## src/rtl/mem_access_unit_if.sv

```systemverilog
// Word-wide data-memory/MMIO bus between the load/store unit and memory.
// master: request side (req/we/addr/be/wdata out, ready/rdata in); slave: memory side.
interface mem_access_unit_if;
  logic        bus_req;
  logic        bus_we;
  logic [31:0] bus_addr;
  logic [3:0]  bus_be;
  logic [31:0] bus_wdata;
  logic        bus_ready;
  logic [31:0] bus_rdata;

  modport master (
    output bus_req,
    output bus_we,
    output bus_addr,
    output bus_be,
    output bus_wdata,
    input  bus_ready,
    input  bus_rdata
  );

  modport slave (
    input  bus_req,
    input  bus_we,
    input  bus_addr,
    input  bus_be,
    input  bus_wdata,
    output bus_ready,
    output bus_rdata
  );
endinterface

```

## src/rtl/mem_access_unit.sv

```systemverilog
// Load/store stage: byte/half/word accesses over a wait-state bus.
// Ports: clk, rst_n, mem_read/mem_write/funct3/addr/write_data in; stall/load_data/fault out; bus (master).
module mem_access_unit #(
  parameter int unsigned TIMEOUT = 255
) (
  input  logic              clk,
  input  logic              rst_n,
  input  logic              mem_read,
  input  logic              mem_write,
  input  logic [2:0]        funct3,
  input  logic [31:0]       addr,
  input  logic [31:0]       write_data,
  output logic              stall,
  output logic [31:0]       load_data,
  output logic              fault,
  mem_access_unit_if.master bus
);

  typedef enum logic [1:0] {
    S_IDLE,
    S_ACCESS,
    S_DONE
  } state_t;

  localparam logic [15:0] TO_LAST = 16'(TIMEOUT - 1);

  state_t      state;
  logic [15:0] cnt;
  logic [1:0]  off_q;
  logic [2:0]  f3_q;
  logic        we_q;

  logic        req;
  logic        illegal;
  logic [3:0]  st_be;
  logic [31:0] st_wdata;
  logic [7:0]  rb;
  logic [15:0] rh;
  logic [31:0] ext;

  assign req = mem_read ^ mem_write;

  assign stall = rst_n & req & (state != S_DONE);

  always_comb begin
    illegal = 1'b0;
    if (mem_read && mem_write) begin
      illegal = 1'b1;
    end else if (mem_read) begin
      illegal = (funct3 == 3'b011) || (funct3[2:1] == 2'b11);
    end else if (mem_write) begin
      illegal = (funct3 >= 3'b011);
    end
    if (req && funct3[1:0] == 2'b01 && addr[0])
      illegal = 1'b1;
    if (req && funct3 == 3'b010 && addr[1:0] != 2'b00)
      illegal = 1'b1;
  end

  always_comb begin
    st_be    = 4'b1111;
    st_wdata = write_data;
    unique case (1'b1)
      funct3[1:0] == 2'b00: begin
        st_be    = 4'b0001 << addr[1:0];
        st_wdata = {4{write_data[7:0]}};
      end
      funct3[1:0] == 2'b01: begin
        st_be    = addr[1] ? 4'b1100 : 4'b0011;
        st_wdata = {2{write_data[15:0]}};
      end
      default: begin
        st_be    = 4'b1111;
        st_wdata = write_data;
      end
    endcase
  end

  // Extraction works on the raw bus word in the completing cycle
  always_comb begin
    rb  = bus.bus_rdata[{off_q, 3'b000} +: 8];
    rh  = off_q[1] ? bus.bus_rdata[31:16]
                   : bus.bus_rdata[15:0];
    ext = bus.bus_rdata;
    unique case (f3_q)
      3'b000:  ext = {{24{rb[7]}}, rb};
      3'b100:  ext = {24'd0, rb};
      3'b001:  ext = {{16{rh[15]}}, rh};
      3'b101:  ext = {16'd0, rh};
      default: ext = bus.bus_rdata;
    endcase
  end

  always_ff @(posedge clk) begin
    if (!rst_n) begin
      state         <= S_IDLE;
      cnt           <= '0;
      off_q         <= '0;
      f3_q          <= '0;
      we_q          <= 1'b0;
      bus.bus_req   <= 1'b0;
      bus.bus_we    <= 1'b0;
      bus.bus_addr  <= '0;
      bus.bus_be    <= '0;
      bus.bus_wdata <= '0;
      load_data     <= '0;
      fault         <= 1'b0;
    end else begin
      unique case (state)
        S_IDLE: begin
          fault     <= 1'b0;
          load_data <= '0;
          if (illegal) begin
            fault <= 1'b1;
            state <= S_DONE;
          end else if (req) begin
            off_q         <= addr[1:0];
            f3_q          <= funct3;
            we_q          <= mem_write;
            bus.bus_req   <= 1'b1;
            bus.bus_we    <= mem_write;
            bus.bus_addr  <= {addr[31:2], 2'b00};
            bus.bus_be    <= mem_write ? st_be : 4'b1111;
            bus.bus_wdata <= mem_write ? st_wdata : '0;
            cnt           <= '0;
            state         <= S_ACCESS;
          end
        end
        S_ACCESS: begin
          if (bus.bus_ready) begin
            bus.bus_req <= 1'b0;
            bus.bus_be  <= '0;
            load_data   <= we_q ? '0 : ext;
            fault       <= 1'b0;
            state       <= S_DONE;
          end else if (cnt == TO_LAST) begin
            bus.bus_req <= 1'b0;
            bus.bus_be  <= '0;
            load_data   <= '0;
            fault       <= 1'b1;
            state       <= S_DONE;
          end else begin
            cnt <= cnt + 16'd1;
          end
        end
        S_DONE: begin
          fault     <= 1'b0;
          load_data <= '0;
          state     <= S_IDLE;
        end
        default: state <= S_IDLE;
      endcase
    end
  end

endmodule

```

## src/flat_wrapper.sv

```systemverilog
// flat-port wrapper written by rule: the top's interface ports become plain ports
module mem_access_unit_flat 
#(
  parameter int unsigned TIMEOUT = 255
)
  (clk, rst_n, mem_read, mem_write, funct3, addr, write_data, stall, load_data, fault, bus_bus_req, bus_bus_we, bus_bus_addr, bus_bus_be, bus_bus_wdata, bus_bus_ready, bus_bus_rdata);
  mem_access_unit_if bus_i ();
  input  logic clk;
  input  logic rst_n;
  input  logic mem_read;
  input  logic mem_write;
  input  logic [2:0] funct3;
  input  logic [31:0] addr;
  input  logic [31:0] write_data;
  output logic stall;
  output logic [31:0] load_data;
  output logic fault;
  output wire logic [$bits(bus_i.bus_req)-1:0] bus_bus_req;
  output wire logic [$bits(bus_i.bus_we)-1:0] bus_bus_we;
  output wire logic [$bits(bus_i.bus_addr)-1:0] bus_bus_addr;
  output wire logic [$bits(bus_i.bus_be)-1:0] bus_bus_be;
  output wire logic [$bits(bus_i.bus_wdata)-1:0] bus_bus_wdata;
  input wire logic [$bits(bus_i.bus_ready)-1:0] bus_bus_ready;
  input wire logic [$bits(bus_i.bus_rdata)-1:0] bus_bus_rdata;
  assign bus_bus_req = bus_i.bus_req;
  assign bus_bus_we = bus_i.bus_we;
  assign bus_bus_addr = bus_i.bus_addr;
  assign bus_bus_be = bus_i.bus_be;
  assign bus_bus_wdata = bus_i.bus_wdata;
  assign bus_i.bus_ready = bus_bus_ready;
  assign bus_i.bus_rdata = bus_bus_rdata;
  mem_access_unit #(.TIMEOUT(TIMEOUT)) u_core (.clk(clk), .rst_n(rst_n), .mem_read(mem_read), .mem_write(mem_write), .funct3(funct3), .addr(addr), .write_data(write_data), .stall(stall), .load_data(load_data), .fault(fault), .bus(bus_i));
endmodule
```

## config.mk

```make
export PLATFORM = sky130hd
export DESIGN_NAME = mem_access_unit_flat
export DESIGN_NICKNAME = d
export VERILOG_FILES = /design/src/rtl/mem_access_unit_if.sv /design/src/rtl/mem_access_unit.sv /design/src/flat_wrapper.sv
export SDC_FILE = /design/constraint.sdc
export NUM_CORES = 1
export LEC_CHECK = 0
export CAP_MARGIN = 20
export CORE_AREA = 2 2 139 101
export DETAILED_ROUTE_END_ITERATION = 10
export DIE_AREA = 0 0 141 103
export PLACE_DENSITY_LB_ADDON = 0.3
export SLEW_MARGIN = 10
export SYNTH_ARGS = -nofsm -noshare
export SYNTH_HDL_FRONTEND = slang
export SYNTH_SLANG_ARGS = --single-unit
```

## constraint.sdc

```tcl
create_clock -name clk -period 2.6 [get_ports clk]
set_input_delay 0.39 -clock clk [delete_from_list [all_inputs] [get_ports clk]]
set_output_delay 0.39 -clock clk [all_outputs]
set_load 0.02 [all_outputs]
```

# [Word-level counts from Yosys, hierarchy flattened]
# Index checks and enable logic that the tools add are counted.
[classes] n_bitwise=4 n_addsub=1 reduce_logical=20 magnitude_cmp=1 muxes=40 n_eq_ne=17 n_shift=2
[ops] cell="$mux W32" count=4
[ops] cell="$pmux W32 S2" count=2
[ops] cell="$pmux W32 S4" count=1
[ops] cell="$mux W16" count=5
[ops] cell="$pmux W16 S2" count=1
[ops] cell="$shiftx A32 B6 Y8" count=1
[ops] cell="$mux W4" count=6
[ops] cell="$add A16 B1 Y16 const B" count=1
[ops] cell="$eq A16 B8 Y1 const B" count=1
[ops] cell="$pmux W4 S2" count=2
[ops] cell="$mux W1" count=12
[ops] cell="$mux W2" count=4
[ops] cell="$ne A2 B2 Y1 const B" count=4
[ops] cell="$eq A3 B2 Y1 const B" count=2
[ops] cell="$eq A3 B3 Y1 const B" count=2
[ops] cell="$reduce_and A2 Y1" count=3
[ops] cell="$reduce_bool A2 Y1" count=3
[ops] cell="$logic_and A1 B1 Y1" count=5
[ops] cell="$reduce_and A5 Y1" count=1
[ops] cell="$eq A2 B1 Y1 const B" count=2
[ops] cell="$eq A2 B2 Y1 const B" count=2
[ops] cell="$logic_not A2 Y1" count=2
[ops] cell="$pmux W2 S2" count=1
[ops] cell="$reduce_and A4 Y1" count=1
[ops] cell="16 further kinds" count=17
[totals] output_inout_bits=104 reg_bits=124 inputBits=104

# [Logic depth before layout (Yosys ltp)]
[logic_depth] word_depth=8 mapped_depth=9 mapped_depth_nobuf=7

# [Worst setup path after synthesis]
# Ideal clock, no wire load.
[synth_timing] path_kind="input-to-reg" start="in mem_read" end="reg u_core.cnt[5]" cell_stages=7 slack_ns=0.481 required_ns=2.530 setup_time_ns=0.070 arrival_ns=2.049 cell_sequence="ha_1 -> nand4bb_1 -> o221ai_1 -> o21a_1 -> clkbuf_1 -> or4_1 -> a21oi_1"
[synth_between] elab_chain_cells=7 elab_cells_between_ends=13 cone_classes="eq/ne (2); mux (4); bitwise (1); reduce/logical (6)"
[synth_lines] element="start: declaration" line="flat_wrapper.sv:10" text="input logic mem_read;"
[synth_lines] element="$xor A1 B1 Y1" line="mem_access_unit.sv:41" text="assign req = mem_read ^ mem_write;"
[synth_lines] element="$logic_and A1 B1 Y1 (2 in a row)" line="mem_access_unit.sv:54" text="if (req && funct3[1:0] == 2'b01 && addr[0])"
[synth_lines] element="$mux W1" line="mem_access_unit.sv:54"
[synth_lines] element="$mux W1" line="mem_access_unit.sv:56" text="if (req && funct3 == 3'b010 && addr[1:0] != 2'b00)"
[synth_lines] element="$ne A2 B2 Y1 (no line)"
[synth_lines] element="$reduce_and A5 Y1 (no line) (*)"
[synth_lines] element="end signal: assignment" line="mem_access_unit.sv:143" text="cnt <= cnt + 16'd1;"
[synth_lines] element="end: declaration" line="mem_access_unit.sv:28" text="logic [15:0] cnt;"
# Every way passes the cells marked *; elsewhere a longest branch is shown, timed or not.
# A chain may end at the register's enable or synchronous reset.

# [Worst setup path after layout]
[layout_timing] start="in mem_read" end="out stall"
[layout_between] elab_chain_cells=3
[layout_lines] element="$xor A1 B1 Y1" line="mem_access_unit.sv:41"
[layout_lines] element="$and A1 B1 Y1 (2 in a row)" line="mem_access_unit.sv:43" text="assign stall = rst_n & req & (state != S_DONE);"
[layout_lines] element="end: declaration" line="flat_wrapper.sv:15" text="output logic stall;"
# Every way passes these cells.

==> results.env <==
H-TREE-DEPTH=4
CRIT_ARRIVAL_NS=2.11
WORST_PATH_FANOUT_MAX=3
RSZ0062_AT_GRT='no'
FINAL_CELL_COUNT_NO_FILL=1104
PERIOD_NEEDED_NS=2.503
SYNTH-SIMPLE-AREA-SHARE=0.2189
GLOBAL_ROUTE.USAGE.TOTAL=0.2383
POST-ROUTE-PERIOD-UTIL=0.9627
DRV_CAP=0
CORE_AREA_SQ_MM=0.01338
SLEW_VIOL_FINAL=0
SYNTH_TOP_AREA_FRAC=0.4271
POWERDENSITY_mW_PER_MM2=659.0
DPL.CELL_COUNT=1073
LAYOUT_COMMONEST_CELL='clkdlybuf4s50_1'
POST_CTS_BUFFERS=0
FMAX_MHz=399.5
SYN_INST=724
YS_SEQ_ELEMENTS=124
LARGEST_NET_DEGREE_AT_THE_START_OF_GLOBAL_ROUTING=69
VIA_PER_INST=5.399
POST_SYNTH.CELL_AREA_AVG_SQ_UM=8.027
TOTAL_SWITCHING_POWER_W=0.001577
GRT_FIRST_PASS_WIRELENGTH_UM=27490
POST_SYNTH_FA_HA_MAJ_AREA_FRACTION=0.01507
WORST_CLOCK_SKEW_NS=0.009730
CHIPWIDTH_UM=141
ROUTED_WL_UM=17650
PRE_CTS_SLACK_NS=0.05245
START_UTIL=0.4344
DESIGN.DIE.AREA_SQ_MM=0.01452
SYNTHARSTFLOPSHARE=0
COMBINATIONALPOWERSHARE=0.203
DRC=0
DR.PASS1.ITERS=5
DIODE_INSERTION_COUNT_FOR_ANTENNA_REPAIR=0
P_SW_FRAC=0.2733
SYNTH_COMPOUND_GATE_AREA_SHARE=0.2284
CTS.ROOT.BUFFER_CELL='clkbuf_16'
ROUTED-VIA-COUNT=5961
REQUIRED_NS=2.21
STATIC-LEAKAGE-POWER_nW=3.068
ITERATION_0_DRC_COUNT_OF_THE_DETAILED_ROUTER=386
PEAKVDDDROP_V=0.0004991
LARGEST_STAGE_DELAY_ON_THE_CRITICAL_PATH_NS=0.64
POST_SYNTH_NUM_CELL_TYPES=54
PLACEMENT_ROWS=36
CLKPWRFRAC=0.437
NUM-NETS-FINAL=1032
NETLIST.TOP_CELL.BY_AREA='dfxtp_1'
CRIT_CHAIN='clkdlybuf4s50_1 > ha_1 > inv_1 > nor3_1 > clkdlybuf4s50_1'
SETUP_TNS_NS=0
ANTENNA_FOUND_INITIAL=0
TIMING.CRITICAL_PATH.FROM_TYPE='input pin'
WORST_SETUP_HOLD_PATH_CLK_SLEW_NS=0.06
POST_ROUTE_ANT_NETS=0
CTS.REPAIR.RESIZED=0
POST_DRT_WL_PER_CELL_UM=15.98
MUXSHAREOFSYNTHAREA=0.05727
PORT_BUFFERS=205
TIMING_WORST_SLEW_PIN_VALUE_NS=0.9453
WORST_PATH_MAX_DELAY_CELL='clkdlybuf4s50_1'
CELL_AREA_AFTER_TECHNOLOGY_MAPPING_SQ_MM=0.005812
WORST_SKEW_PAIR.LATE_LATENCY_NS=0.41
CLOCK_TREE_FROM_TRITONCTS='yes'
MAX-CLOCK-PATH-BUFFERS=2
HOLDBUFCOUNTCTS=0
FINALSETUPVIOLATIONS=0
DIE_H_UM=103
CP-END-KIND='output pin'
SEQ_POWER_SHARE=0.360
SYNTH_EDF_COUNT=0
HOLD_VIO_CNT_FINAL=0
SYNTH_TOP_FAMILY_BY_AREA='compound AO/OA/AOI/OAI gates'
SHARE_OF_POST_ROUTE_CELLS_WITH_DRIVE_STRENGTH_ABOVE_1=0.09861
P_INT_W=0.004194
LAYOUT_COMMON_CELLS='clkdlybuf4s50_1 (205), nand2_1 (153), dfxtp_1 (124), a21oi_1 (99), nand3_1 (43)'
SYNTH.YOSYS.SEQ_AREA_SHARE=0.4271
WORST_PATH_MOST_REPEATED_CELL='clkdlybuf4s50_1'
GLOBAL_ROUTE_OVERFLOW=0
YOSYS-TOP-CELLS-AREA='dfxtp_1 (43%), nand2_1 (9.9%), a21oi_1 (8.5%)'
YOSYS_WARNINGS=0
POST_SYNTH_XOR_AREA_FRACTION=0
AREAGROWTHSYNTHTOFINISH_PCT=50.68
FINAL_SETUP_SLACK_OF_THE_WORST_PATH_NS=0.09693
CTS_SINKS=124
CTS_BUFFERS=17
VIA_COUNT_OF_THE_FIRST_GLOBAL_ROUTING_PASS=5483
SYNTHFLOPTYPE='dfxtp_1'
PLACE_CONGESTION=0.8284
WORST-SETUP-PATH-TYPE='in2out'
HOLD_CLASS='reg2reg'
TIMING.SLEW.HEADROOM=0.3691
NUM_IO_PINS=208
RUN_STATUS='finished clean'
PLACE_HPWL_UM=12430
-- power groups by stage --
stage	sequential [W]	clock [W]	combinational, W
floorplan	0.00221	0	0.000492
global placement	0.00211	0	0.00116
detailed placement	0.00212	0	0.00117
CTS	0.00208	0.00256	0.00117
global route	0.00209	0.00266	0.00127
finish	0.00208	0.00252	0.00117
-- worst max-delay path, delay by kind of cell --
| family | cells | cell delay (ns) |
|---|---|---|
| buffers and inverters | 3 | 1.15 |
| adders and majority gates | 1 | 0.34 |
| and+or+nand+nor | 1 | 0.22 |
-- sequential cells by signal, indices dropped and copies added (netlist names) --
name,flops
u_core.state,2
u_core.bus.bus_we,1
u_core.f3_q,3
u_core.off_q,2
u_core.cnt,16
u_core.bus.bus_be,4
u_core.bus.bus_req,1
u_core.bus.bus_addr,30
u_core.fault,1
u_core.load_data,32
u_core.bus.bus_wdata,32
-- kinds of logic (layout without fill, tap and decap cells) --
logic type               count (synthesis)  after routing
flip-flops                             124            124
adder cells (fa/ha/maj)                  7              7
AO/OA/AOI/OAI                          214            214
AND/OR/NAND/NOR                        276            276
multiplexers                            31             31
buffers and inverters                   71            279
other                                    1              2
-- through the flow --
| stage | cell area (sq um) | hold slack [ns] | power [W] | utilization |
|---|---|---|---|---|
| after global routing | 8757 | 0.4677 | 0.006018 | 0.6546 |
| final | 8757 | 0.4488 | 0.005771 | 0.6546 |
| after floorplan | 5816 | 0.4363 | 0.002706 | - |
| after global placement | 8127 | 0.4384 | 0.003275 | 0.6075 |
| after detailed placement | 8127 | 0.4429 | 0.003281 | 0.6075 |
| after CTS | 8757 | 0.4507 | 0.005808 | 0.6546 |
-- path summary, 6_finish.rpt --
check	cells after the start	slack, ns	end	from
setup / recovery	5	0.1	stall	mem_read
hold / removal	2	0.45	u_core.bus.bus_wdata[5]$_SDFFE_PN0P_	u_core.bus.bus_wdata[5]$_SDFFE_PN0P_
setup reg to reg	5	0.26	u_core.load_data[6]$_SDFFE_PN0P_	u_core.cnt[10]$_SDFFE_PN0P_
hold reg to reg	2	0.45	u_core.bus.bus_wdata[5]$_SDFFE_PN0P_	u_core.bus.bus_wdata[5]$_SDFFE_PN0P_
-- metal layers --
layer,wire (um),share of wire,GRT usage,vias to the layer above
li1,-,-,-,2947
met1,7762,0.44,0.3055,2776
met2,7865,0.45,0.3700,216
met3,1771,0.10,0.09754,22
met4,248,0.014,0.07538,0
met5,0,0,0,-
-- layout make-up --
cell class              instances  area (sq um)
clock buffers                  18         439.2
clock inverters                13         191.4
fillers                      1156          4621
inverters                      13         48.80
multi-input cells             530          3042
flip-flops and latches        124          2482
well taps                     171         214.0
repair buffers                235          2340
-- cell usage after synthesis, types with 3 or more instances --
cell,number
a21o_1,4
a21oi_1,99
a31oi_1,7
a32o_1,6
and2_1,4
and3_1,3
and4_1,3
buf_2,10
buf_4,3
clkbuf_1,43
dfxtp_1,124
ha_1,7
inv_1,13
mux2_2,18
mux2i_1,13
nand2_1,153
nand2b_1,6
nand3_1,43
nor2_1,24
nor2b_1,4
nor3_1,10
o211ai_1,5
o21a_1,10
o21ai_0,34
o21bai_1,6
o2bb2ai_1,18
o31ai_1,11
or4_1,10
(Power assumes the default switching activity.)
